## config.mk

```make
export PLATFORM = sky130hd
export DESIGN_NAME = mii_tx_serializer
export DESIGN_NICKNAME = d
export VERILOG_FILES = /design/src/rtl/mii_tx_serializer.sv
export SDC_FILE = /design/constraint.sdc
export NUM_CORES = 1
export LEC_CHECK = 0
export ABC_AREA = 0
export BUFFER_PORTS_ARGS = -buffer_cell sky130_fd_sc_hd__buf_4
export CORE_MARGIN = 4
export CORE_UTILIZATION = 56
export CTS_BUF_LIST = sky130_fd_sc_hd__clkbuf_2 sky130_fd_sc_hd__clkbuf_4 sky130_fd_sc_hd__clkbuf_8
export DETAILED_ROUTE_END_ITERATION = 6
export PLACE_DENSITY = 0.79
export SKIP_LAST_GASP = 1
export SLEW_MARGIN = 20
export SYNTH_ARGS = -nofsm -noshare
export SYNTH_HDL_FRONTEND = slang
export SYNTH_SLANG_ARGS = --single-unit
```

## constraint.sdc

```tcl
create_clock -name clk -period 2.6 [get_ports clk]
set_input_delay 0.52 -clock clk [delete_from_list [all_inputs] [get_ports clk]]
set_output_delay 0.52 -clock clk [all_outputs]
set_load 0.03 [all_outputs]
```

## src/rtl/mii_tx_serializer.sv

```systemverilog
// MII transmit serializer: streams 32-bit frame words out as nibbles with preamble/SFD,
// zero pad to the minimum frame size, CRC-32 FCS and an inter-packet gap.
module mii_tx_serializer #(
  parameter int unsigned IFG_NIBBLES     = 24,
  parameter int unsigned MIN_FRAME_BYTES = 60
) (
  input  logic        clk,
  input  logic        rst,
  input  logic [31:0] s_tdata,
  input  logic        s_tvalid,
  output logic        s_tready,
  input  logic        s_tlast,
  input  logic [3:0]  s_tkeep,
  output logic [3:0]  phy_txd,
  output logic        phy_tx_en,
  output logic        phy_tx_er,
  output logic        busy,
  output logic        underrun,
  output logic [15:0] frames_sent
);

  localparam logic [2:0] IDLE     = 3'd0;
  localparam logic [2:0] PREAMBLE = 3'd1;
  localparam logic [2:0] DATA     = 3'd2;
  localparam logic [2:0] PAD      = 3'd3;
  localparam logic [2:0] FCS      = 3'd4;
  localparam logic [2:0] IFG      = 3'd5;

  localparam logic [15:0] IFG_LAST  = 16'(IFG_NIBBLES - 1);
  localparam logic [10:0] MIN_BYTES = 11'(MIN_FRAME_BYTES);

  logic [2:0]  state;
  logic [3:0]  cnt;
  logic [2:0]  widx;
  logic [31:0] word;
  logic        word_last;
  logic [2:0]  word_end;
  logic [10:0] byte_cnt;
  logic [31:0] crc;
  logic [15:0] ifg_cnt;

  logic [31:0] crc_next;
  logic [31:0] crc_inv;
  logic [10:0] byte_next;
  logic [2:0]  widx_inc;
  logic [2:0]  fcs_idx;

  function automatic logic [31:0] crc_nibble(input logic [31:0] c, input logic [3:0] d);
    logic [31:0] r;
    r = c ^ {28'd0, d};
    for (int unsigned i = 0; i < 4; i++)
      r = r[0] ? ((r >> 1) ^ 32'hEDB88320) : (r >> 1);
    return r;
  endfunction

  function automatic logic [2:0] last_nibble(input logic [3:0] keep);
    case (keep)
      4'b0001: return 3'd1;
      4'b0011: return 3'd3;
      4'b0111: return 3'd5;
      default: return 3'd7;
    endcase
  endfunction

  always_comb begin
    crc_next  = crc_nibble(crc, phy_txd);
    crc_inv   = ~crc;
    byte_next = (widx[0] && byte_cnt != 11'h7FF) ? byte_cnt + 11'd1 : byte_cnt;
    widx_inc  = widx + 3'd1;
    fcs_idx   = cnt[2:0] + 3'd1;
  end

  always_ff @(posedge clk) begin
    if (rst) begin
      state       <= IDLE;
      cnt         <= '0;
      widx        <= '0;
      word        <= '0;
      word_last   <= 1'b0;
      word_end    <= '0;
      byte_cnt    <= '0;
      crc         <= '1;
      ifg_cnt     <= '0;
      s_tready    <= 1'b0;
      phy_txd     <= '0;
      phy_tx_en   <= 1'b0;
      phy_tx_er   <= 1'b0;
      busy        <= 1'b0;
      underrun    <= 1'b0;
      frames_sent <= '0;
    end else begin
      underrun <= 1'b0;
      // s_tready is only ever high on the final nibble of the SFD or of a non-last word,
      // so the handshake (or underrun) is resolved here for both states.
      if (s_tready) begin
        s_tready <= 1'b0;
        if (state == DATA) begin
          crc      <= crc_next;
          byte_cnt <= byte_next;
        end
        if (s_tvalid) begin
          state     <= DATA;
          word      <= s_tdata;
          word_last <= s_tlast;
          word_end  <= s_tlast ? last_nibble(s_tkeep) : 3'd7;
          widx      <= '0;
          phy_txd   <= s_tdata[3:0];
        end else begin
          state     <= IFG;
          ifg_cnt   <= '0;
          phy_txd   <= '0;
          phy_tx_er <= 1'b1;
          underrun  <= 1'b1;
        end
      end else begin
        case (state)
          IDLE: begin
            if (s_tvalid) begin
              state     <= PREAMBLE;
              busy      <= 1'b1;
              phy_tx_en <= 1'b1;
              phy_txd   <= 4'h5;
              cnt       <= '0;
              crc       <= '1;
              byte_cnt  <= '0;
            end
          end
          PREAMBLE: begin
            cnt <= cnt + 4'd1;
            if (cnt == 4'd14) begin
              phy_txd  <= 4'hD;
              s_tready <= 1'b1;
            end
          end
          DATA: begin
            crc      <= crc_next;
            byte_cnt <= byte_next;
            if (widx != word_end) begin
              widx    <= widx_inc;
              phy_txd <= word[{widx_inc, 2'b00} +: 4];
              if (!word_last && widx_inc == 3'd7) s_tready <= 1'b1;
            end else if (byte_next < MIN_BYTES) begin
              state   <= PAD;
              widx    <= '0;
              phy_txd <= '0;
            end else begin
              state   <= FCS;
              cnt     <= '0;
              phy_txd <= ~crc_next[3:0];
            end
          end
          PAD: begin
            crc      <= crc_next;
            byte_cnt <= byte_next;
            widx     <= {2'b00, ~widx[0]};
            if (widx[0] && byte_next >= MIN_BYTES) begin
              state   <= FCS;
              cnt     <= '0;
              phy_txd <= ~crc_next[3:0];
            end else begin
              phy_txd <= '0;
            end
          end
          FCS: begin
            if (cnt[2:0] == 3'd7) begin
              state       <= IFG;
              ifg_cnt     <= '0;
              phy_tx_en   <= 1'b0;
              phy_txd     <= '0;
              frames_sent <= frames_sent + 16'd1;
            end else begin
              cnt     <= cnt + 4'd1;
              phy_txd <= crc_inv[{fcs_idx, 2'b00} +: 4];
            end
          end
          IFG: begin
            phy_tx_en <= 1'b0;
            phy_tx_er <= 1'b0;
            phy_txd   <= '0;
            // the aborted-frame error nibble is not part of the gap
            if (!phy_tx_er) begin
              if (ifg_cnt == IFG_LAST) begin
                state <= IDLE;
                busy  <= 1'b0;
              end else begin
                ifg_cnt <= ifg_cnt + 16'd1;
              end
            end
          end
          default: begin
            state     <= IDLE;
            busy      <= 1'b0;
            phy_tx_en <= 1'b0;
            phy_tx_er <= 1'b0;
          end
        endcase
      end
    end
  end

endmodule
```

* Yosys cells after proc, flatten, opt, wreduce, memory -nomap -nowiden
Index checks and enable logic that the tools add are counted.
** Word-level totals
- Register bits after elaboration :: 130
- RAM bits :: 0
- Bits in latches :: 0
- Input port bits :: 40
- Word-level logic and storage cells :: 165
- Bits in read-only memories :: 0
- Memories :: 0
** Cells by class
- $add $sub $neg :: 6
- Reductions and logical operators :: 27
- Muxes and demuxes :: 65
- Magnitude comparators :: 2
- Equal/unequal tests :: 36
- Shift-type cells :: 2
- Multipliers :: 0
- Div/mod/pow operators :: 0
- Bitwise operators :: 11
** Operator list (count)
- two-way mux 32 bit :: 7
- two-way mux 16 bit :: 5
- one-hot mux 32 bit (2 select lines) :: 1
- variable part select 32 x 6 -> 4 bit :: 2
- inverter 13 -> 14 bit :: 4
- two-way mux 4 bit :: 13
- two-way mux 11 bit :: 4
- two-way mux 3 bit :: 14
- adder 16 x 1 -> 16 bit (second input constant) :: 2
- inverter 32 bit :: 1
- one-hot mux 16 bit (2 select lines) :: 1
- XOR 32 x 4 -> 32 bit :: 1
- inequality test 3 bit (second input constant) :: 8
- one-hot mux 4 bit (6 select lines) :: 1
- inequality test 2 bit (second input constant) :: 11
- one-hot mux 11 bit (2 select lines) :: 1
- one-hot mux 4 bit (5 select lines) :: 1
- one-hot mux 3 bit (6 select lines) :: 1
- equality test 16 x 5 -> 1 bit (second input constant) :: 1
- AND reduction 7 bit :: 2
- equality test 3 bit (second input constant) :: 4
- AND reduction 3 bit :: 4
- adder 11 x 1 -> 11 bit (second input constant) :: 1
- greater-or-equal comparator 11 x 6 -> 1 bit (second input constant) :: 1
- 33 further kinds :: 58

* Logic depth before layout (Yosys ltp)
Gate-level depths: netlist of the first run.
- Word-level depth :: 14
- Gate-level depth with buffers :: 11
- Mapped depth without buffers :: 9

* Worst setup path before layout of the first run
OpenSTA, ideal clock, no wires.
- Kind :: register -> register
- Start :: register cnt[0]
- End :: register phy_txd[0]
- Path buffers :: 2
- Stages on the path, launching flop included :: 10
- Arrival :: 2424 ps
- Setup slack :: 72 ps
- Cells stage by stage :: dfxtp_1 > buf_2 > inv_1 > ha_1 > clkbuf_1 > mux4_2 > mux2_2 > o22ai_1 > nor4b_2 > a2111oi_2
** Between the ends
- Word-level cells in the longest chain between the ends :: 5
- Elaborated cells between the ends (all ways) :: 9
** Ends and longest elaborated chain
- start, declared :: RTL line 33 : logic [3:0] cnt;
- start signal, assigned :: RTL line 129 : cnt <= cnt + 4'd1;
- start signal, assigned :: RTL line 172 : cnt <= cnt + 4'd1;
- adder 3 x 1 -> 3 bit :: RTL line 70 : fcs_idx = cnt[2:0] + 3'd1;
- variable part select 32 x 6 -> 4 bit :: RTL line 173 : phy_txd <= crc_inv[{fcs_idx, 2'b00} +: 4];
- two-way mux 4 bit :: RTL line 165 : if (cnt[2:0] == 3'd7) begin
- one-hot mux 4 bit (6 select lines) :: RTL line 116 : case (state)
- two-way mux 4 bit :: RTL line 95 : if (s_tready) begin
- end signal, assigned :: RTL line 107 : phy_txd <= s_tdata[3:0];
- end signal, assigned :: RTL line 159 : phy_txd <= ~crc_next[3:0];
- end signal, assigned :: RTL line 173
- end, declared :: RTL line 14 : output logic [3:0] phy_txd,
Several ways; a longest one is shown, not always the timed one.
A chain may end at the register's enable or synchronous reset.

* Worst setup path after layout of the first run
- Start :: register widx[0]
- End :: register state[2]
** Between the ends
- Word-level cells in the longest chain between the ends :: 7
- Elaborated cells between the ends (all ways) :: 13
** Ends and longest elaborated chain
- start, declared :: RTL line 34 : logic [2:0] widx;
- start signal, assigned :: RTL line 139 : widx <= widx_inc;
- start signal, assigned :: RTL line 155 : widx <= {2'b00, ~widx[0]};
- logical AND 1 bit :: RTL line 68 : byte_next = (widx[0] && byte_cnt != 11'h7FF) ? byte_cnt + 11'd1 : byte_cnt;
- two-way mux 11 bit :: RTL line 68
- < comparator 11 x 6 -> 1 bit :: RTL line 142 : end else if (byte_next < MIN_BYTES) begin
- two-way mux 3 bit :: RTL line 142
- two-way mux 3 bit :: RTL line 138 : if (widx != word_end) begin
- one-hot mux 3 bit (6 select lines) :: RTL line 116
- two-way mux 3 bit :: RTL line 95
- end signal, assigned :: RTL line 119 : state <= PREAMBLE;
- end signal, assigned :: RTL line 143 : state <= PAD;
- end signal, assigned :: RTL line 147 : state <= FCS;
- end, declared :: RTL line 32 : logic [2:0] state;
Several ways; a longest one is shown, not always the timed one. The select of a mux whose other input is x is not followed.

==> summary.txt, run 1 <==
Cells and area
  • Multi-input logic area: 0.00384 mm2
  • Fillers: 936
  • Ant diodes: 0
  • Nets: 871
  • Share of cells above drive strength 1: 0.193
  • Area Overhead vs Synth: 14.8%
  • Register area: 0.00261 mm2

Synthesis
  • Post-synth top area share: 0.385
  • Top-count cell post-synth: dfxtp_1
  • Syn Std Cell Area: 0.00677 mm2
  • Synth area leaders: dfxtp_1, nand2_1, a21oi_1, xor2_1, xnor2_1
  • Area leader, netlist: dfxtp_1
  • Synth top cells by count: dfxtp_1, nand2_1, nor2_1
  • Yosys cell types: 78
  • Synth warnings: 0
  • Async set-reset flop share out of synthesis: 0
  • Syn Nets: 813
  • #FFs+latches synth: 130
  • Predominant post-synthesis flop cell: dfxtp_1
  • Avg Inst Size Synth: 8.87 um2
  • Register area share after synthesis: 0.385
  • Number of synthesized flops with an enable pin: 0
  • Syn Inst Count: 763

Critical path
  • Worst Setup SP: widx[0]
  • Reg2Reg Setup Slack: 0.21 ns
  • CP Cell Sequence: buf_4, and4_1, o221ai_1, a32oi_1, nand3_1, a211oi_1, a21oi_1, o22a_2
  • Max stage delay cell, worst path: and4_1
  • Worst setup SP type: flop
  • Worst R2R End: state[2]
  • Critical Path RT: 2.95 ns
  • WS Path Type: flop to flop
  • Worst reg-to-reg path cell count: 8
  • CP max stage delay: 0.37 ns
  • R2R Path Start: widx[0]
  • Crit-path max FO: 11
  • CP endpoint kind: flop
  • Worst EP arrival: 2.74 ns

Power
  • Pint: 3.66 mW
  • Seq pwr share: 0.389
  • Clock network fraction of design power: 0.314
  • P_leak: 2.81 nW
  • Peak VDD IR: 534 uV
  • Pwr dens: 707 mW/mm2
  • Combinational power share: 0.297
  • Total Power: 5.49 mW
  • NetSw: 1.83 mW
  • Switching Share: 0.333

Timing
  • Final hold vios: 0
  • Clock Skew: 0.0135 ns
  • Setup TNS Final: 0 ns
  • Worst-Margin Slew: 0.502 ns
  • RSZ-0062 raised after global routing: no
  • Period utilization: 0.918
  • Final Max Tran Viols: 0
  • Highest clock rate: 419 MHz
  • Finish-stage setup viols: 0
  • Post-layout min period: 2.39 ns
  • Max_slew headroom: 0.662

Floorplanning
  • CORE AREA: 0.0116 mm2
  • Horiz. Die Dim: 118 um
  • Initial Util: 0.583
  • Chip height: 118 um
  • I/O Pins: 65
  • Die Footprint: 0.0139 mm2
  • Rows: 39

GRT
  • Total GRT Usage: 0.240
  • Number of global-route vias before repair: 5802
  • Total gr overflow: 0
  • Pin count of the biggest net entering global routing: 93
  • Initial antenna violation count: 0
  • First-pass GRT wire length: 27700 um

Routing
  • Initial DRC Count: 372
  • Drt via density: 5.97
  • Remaining DRCs: 0
  • Routed wire per std cell: 16.6 um
  • First-pass iteration count of the detailed router: 5
  • Routed WL: 16200 um
  • Vias: 5831
  • Antenna viol nets, final: 0

Status
  • Status: finished clean

Placement
  • DPL Wire Length: 11600 um
  • IO buf count: 64
  • GP Congestion: 0.925

CTS
  • CTS clk-pin slew, worst paths: 0.08 ns
  • TritonCTS clock tree: built
  • Clock latency on the worst-skew pair: 0.46 ns
  • CTS root buf: clkbuf_8
  • Clock sinks: 130
  • Post-CTS Hold Buffers: 0
  • Total CTS buffers: 17
  • Clock buffer depth: 2
  • CTS H-tree depth: 4

Worst hold path
  • Hold Path Class: input port to flop
  • WHS Path Cells: 3
  • Hold endpoint: word[31]
  • Hold Startpoint: s_tdata[31]

Flow run
  • Max_cap viols: 0
power groups by stage:
stage	Combinational, mW	Sequential (mW)	Clock, mW
global placement	1.57	2.17	0
global route	1.76	2.14	1.85
finish	1.63	2.14	1.72
floorplan	1.11	2.22	0
CTS	1.61	2.13	1.75
detailed placement	1.59	2.18	0
repair_timing:
item                                    CTS  global route
resized for setup                         0             6
setup buffers                             0             1
endpoints found under the setup margin    0            18
cell families (layout without fill, tap and decap cells):
| kind of cell | after synthesis | in the layout | share of synthesized area |
|---|---|---|---|
| multiplexers | 26 | 26 | 0.0714 |
| AO/OA/AOI/OAI | 161 | 161 | 0.155 |
| XOR/XNOR | 72 | 72 | 0.0999 |
| AND/OR/NAND/NOR | 302 | 302 | 0.222 |
| adder cells (fa/ha/maj) | 10 | 10 | 0.0185 |
| buffers and inverters | 62 | 133 | 0.0494 |
| flip-flops | 130 | 130 | 0.385 |
placed cells by master (no fill, tap or decap), drive strengths merged, types with 4 or more instances in the layout:
cell / count
dfxtp: 130
nand2: 101
buf: 89
nor2: 69
a21oi: 60
o22ai: 38
nand2b: 36
xor2: 36
xnor2: 36
nand3: 24
clkbuf: 20
nor3: 16
mux4: 16
nand4: 14
inv: 12
o21ai: 11
ha: 10
a211oi: 10
nor4: 9
mux2i: 7
and4: 7
clkinv: 7
and3: 6
and2: 5
a32oi: 4
a41oi: 4
final cells by class:
type | count | share of cell area
Clock buffer | 20 | 0.0346
Clock inverter | 12 | 0.0171
Inverter | 12 | 0.00580
Multi-Input combinational cell | 571 | 0.495
Sequential cell | 130 | 0.335
Tap cell | 143 | 0.0230
Timing Repair Buffer | 89 | 0.0893
registers in the layout, indices dropped and copies added, names as in the netlist:
register and flops:
s_tready 1, busy 1, phy_tx_er 1, widx 3, crc 32, state 3
byte_cnt 11, word 32, cnt 4, phy_txd 4, word_last 1, ifg_cnt 16
word_end 3, phy_tx_en 1, underrun 1, frames_sent 16
per-stage QoR:
step / std cells / cell area, um2 / util / hold WS [ns] / worst slack [ns]
final: 977 / 7760 / 0.669 / 0.307 / 0.213
after global routing: 977 / 7760 / 0.669 / 0.293 / 0.0350
after CTS: 976 / 7740 / 0.667 / 0.292 / 0.0748
after detailed placement: 944 / 7340 / 0.632 / 0.444 / 0.102
after global placement: 944 / 7340 / 0.632 / 0.440 / 0.214
after floorplan: 763 / 6770 / - / 0.431 / 0.0722
worst max-delay path by stage:
stage / end / slack [ns] / cells past startpoint
global route: cnt[2] / 0.03 / 8
global placement: ifg_cnt[14] / 0.21 / 9
detailed placement: ifg_cnt[15] / 0.10 / 9
finish: state[2] / 0.21 / 8
CTS: ifg_cnt[15] / 0.07 / 9
floorplan: phy_txd[0] / 0.07 / 9
worst max-delay path, delay by kind of cell, from the launching register on:
kind                   cells  cell delay (ns)
AND/OR/NAND/NOR            2             0.64
AO/OA/AOI/OAI              5             1.09
buffers and inverters      1             0.20
flip-flops                 1             0.36
per-layer routing:
layer	up-vias	track usage	share of wire	routed length, um
met5	-	0	0	0
met4	0	0.0974	0.027	430
met3	36	0.0620	0.060	978
met2	207	0.392	0.49	7930
met1	2746	0.302	0.42	6880
li1	2842	-	-	-
Power figures use the tool's default switching activity.
==> inputs of run 2 (changes only) <==
--- a/config.mk
+++ b/config.mk
@@ -8,10 +8,9 @@
 export ABC_AREA = 0
 export BUFFER_PORTS_ARGS = -buffer_cell sky130_fd_sc_hd__buf_4
 export CORE_MARGIN = 4
-export CORE_UTILIZATION = 56
+export CORE_UTILIZATION = 35
 export CTS_BUF_LIST = sky130_fd_sc_hd__clkbuf_2 sky130_fd_sc_hd__clkbuf_4 sky130_fd_sc_hd__clkbuf_8
 export DETAILED_ROUTE_END_ITERATION = 6
-export PLACE_DENSITY = 0.79
 export SKIP_LAST_GASP = 1
 export SLEW_MARGIN = 20
 export SYNTH_ARGS = -nofsm -noshare
==> run 2 against run 1 <==
Combinational power barely moved. Clock-buffer cell count grew 1. Worst hold slack improved by 0.010 ns. Sequential share of layout area is 0.95 points lower. Routed wire length grew 0.96%. Critical endpoint is now cnt[2].
==> summary.txt, run 2 (synthesis gave the netlist of run 1 again) <==
Status
  • Status: finished clean

GRT
  • Total GRT Usage: 0.155 (-0.0845)
  • First-pass GRT wire length: 27900 um (+0.55%)
  • Pin count of the biggest net entering global routing: 51 (-45%)
  • Number of global-route vias before repair: 5485 (-5.5%)
  • Initial antenna violation count: 0 (unchanged)
  • Total gr overflow: 0 (unchanged)

Timing
  • Worst Slack Setup Final: 0.197 ns (-0.0151 ns)
  • Final Max Tran Viols: 0 (unchanged)
  • Setup TNS Final: 0 ns (unchanged)
  • Max_slew headroom: 0.570 (-0.0918)
  • Period utilization: 0.924 (+0.00579)
  • Highest clock rate: 416 MHz (-0.63%)
  • RSZ-0062 raised after global routing: no
  • Final hold vios: 0 (unchanged)
  • Clock Skew: 0.00913 ns (-0.00434 ns)
  • Finish-stage setup viols: 0 (unchanged)
  • Post-layout min period: 2.40 ns (+0.0151 ns)
  • Worst-Margin Slew: 0.640 ns (+0.137 ns)

Routing
  • Vias: 5685 (-2.5%)
  • Routed wire per std cell: 14.9 um (-10%)
  • Drt via density: 5.16 (-13%)
  • Antenna viol nets, final: 0 (unchanged)
  • First-pass iteration count of the detailed router: 5 (unchanged)
  • Routed WL: 16400 um (+0.96%)
  • Initial DRC Count: 436 (+17%)
  • Remaining DRCs: 0 (unchanged)

Power
  • Pwr dens: 706 mW/mm2 (-0.11%)
  • P_leak: 2.89 nW (+2.7%)
  • Peak VDD IR: 452 uV (-15%)

Flow run
  • Max_cap viols: 0 (unchanged)

Placement
  • DPL Wire Length: 11700 um (+1.0%)
  • Pre-CTS setup slack: 0.115 ns (+0.0137 ns)
  • Placed Cells incl. Taps: 1067 (+13%)
  • IO buf count: 64 (unchanged)
  • GP Congestion: 0.816 (-12%)

CTS
  • Clock buffer depth: 2 (unchanged)
  • Clock sinks: 130 (unchanged)
  • Clock latency on the worst-skew pair: 0.44 ns (-0.02 ns)
  • TritonCTS clock tree: built
  • Post-CTS Hold Buffers: 0 (unchanged)
  • CTS root buf: clkbuf_8
  • Total CTS buffers: 17 (unchanged)
  • CTS H-tree depth: 4 (unchanged)
  • CTS clk-pin slew, worst paths: 0.08 ns (about the same)

Critical path
  • R2R Path Start: byte_cnt[0]
  • Top Family by Delay on Critical Path: compound AO/OA/AOI/OAI gates
  • Crit-path max FO: 6 (-5)
  • CP max stage delay: 0.44 ns (+0.07 ns)
  • Buf/Inv on CP: 0 (-1)
  • Worst EP arrival: 2.72 ns (-0.02 ns)
  • CP Cell Sequence: ha_1, nand4_1, o32ai_1, a32oi_1, a31o_2, a211o_1, a22oi_1, nor2_1
  • Worst setup SP type: flop
  • Reg2Reg Setup Slack: 0.20 ns (-0.02 ns)
  • WS Path Type: flop to flop
  • Worst reg-to-reg path cell count: 8 (unchanged)
  • Worst R2R End: cnt[2]
  • Max stage delay cell, worst path: dfxtp_1
  • CP endpoint kind: flop
  • Critical Path RT: 2.92 ns (-0.03 ns)

Worst hold path
  • Hold Path Class: input port to flop
  • Hold Startpoint: s_tdata[4]
  • Hold endpoint: word[4]
  • WHS Path Cells: 3 (unchanged)

Floorplanning
  • I/O Pins: 65 (unchanged)
  • Chip height: 147 um (+25%)
  • Rows: 50 (+28%)
  • Initial Util: 0.359 (-0.223)
  • CORE AREA: 0.0188 mm2 (+62%)
  • Die Footprint: 0.0216 mm2 (+55%)
  • Horiz. Die Dim: 147 um (+25%)

Cells and area
  • Commonest non-fill, non-tap cells in the layout: dfxtp_1, nand2_1, buf_4
  • Fin cells: 1101 (+13%)
  • Share of cells above drive strength 1: 0.197 (+0.00434)
  • Fillers: 1903 (+100%)
  • Area Overhead vs Synth: 18.0%
  • Most common cell after layout, fill and taps aside: dfxtp_1
  • Ant diodes: 0 (unchanged)
  • Nets: 879 (+0.92%)
  • Top flop regs: crc: 32 flops, word: 32 flops
[run 2: area by class of cell]
class / instances / area, um2 / share of cell area
clock inverters: 10 / 158 / 0.0197
inverters: 12 / 45.0 / 0.00564
flip-flops and latches: 130 / 2600 / 0.326
multi-input cells: 571 / 3830 / 0.480
well taps: 260 / 325 / 0.0408
repair buffers: 97 / 741 / 0.0928
clock buffers: 21 / 277 / 0.0346
[run 2: worst max path at each step]
stage	start	endpoint	slack [ns]	cells past startpoint
global placement	cnt[0]	ifg_cnt[14]	0.17	9
floorplan	cnt[0]	phy_txd[0]	0.07	9
global route	cnt[1]	ifg_cnt[11]	0.02	10
finish	byte_cnt[0]	cnt[2]	0.20	8
CTS	cnt[1]	ifg_cnt[14]	0.10	9
detailed placement	cnt[1]	ifg_cnt[14]	0.12	9
[run 2: repair_timing]
item,CTS,global route
endpoints found under the setup margin,0,12
hold endpoints to repair,0,0
resized for setup,0,1
setup buffers,0,3
[run 2: where the power goes]
part	switching, mW	leakage [nW]	internal (mW)
combinational	0.908	1.61	0.698
clock	0.783	0.226	1.11
sequential	0.0892	1.05	2.05
[run 2: routing by layer]
layer	global-route usage	up-vias	wire length (um)
li1	-	2862	-
met1	0.208	2691	7790
met2	0.255	117	7820
met3	0.0302	15	565
met4	0.0443	0	195
met5	0	-	0
[run 2: stage by stage]
| step | total power [mW] | area, um2 | hold WS [ns] | utilization |
|---|---|---|---|---|
| after floorplan | 3.33 | 6770 | 0.431 | - |
| after global placement | 3.79 | 7520 | 0.439 | 0.399 |
| after detailed placement | 3.79 | 7520 | 0.443 | 0.399 |
| after CTS | 5.69 | 7960 | 0.290 | 0.422 |
| after global routing | 5.93 | 7980 | 0.295 | 0.424 |
| final | 5.64 | 7980 | 0.318 | 0.424 |
[run 2: tightest hold or removal path: stages]
cell     delay (ns)
buf_4          0.11
nand2_1        0.04
a21oi_1        0.05
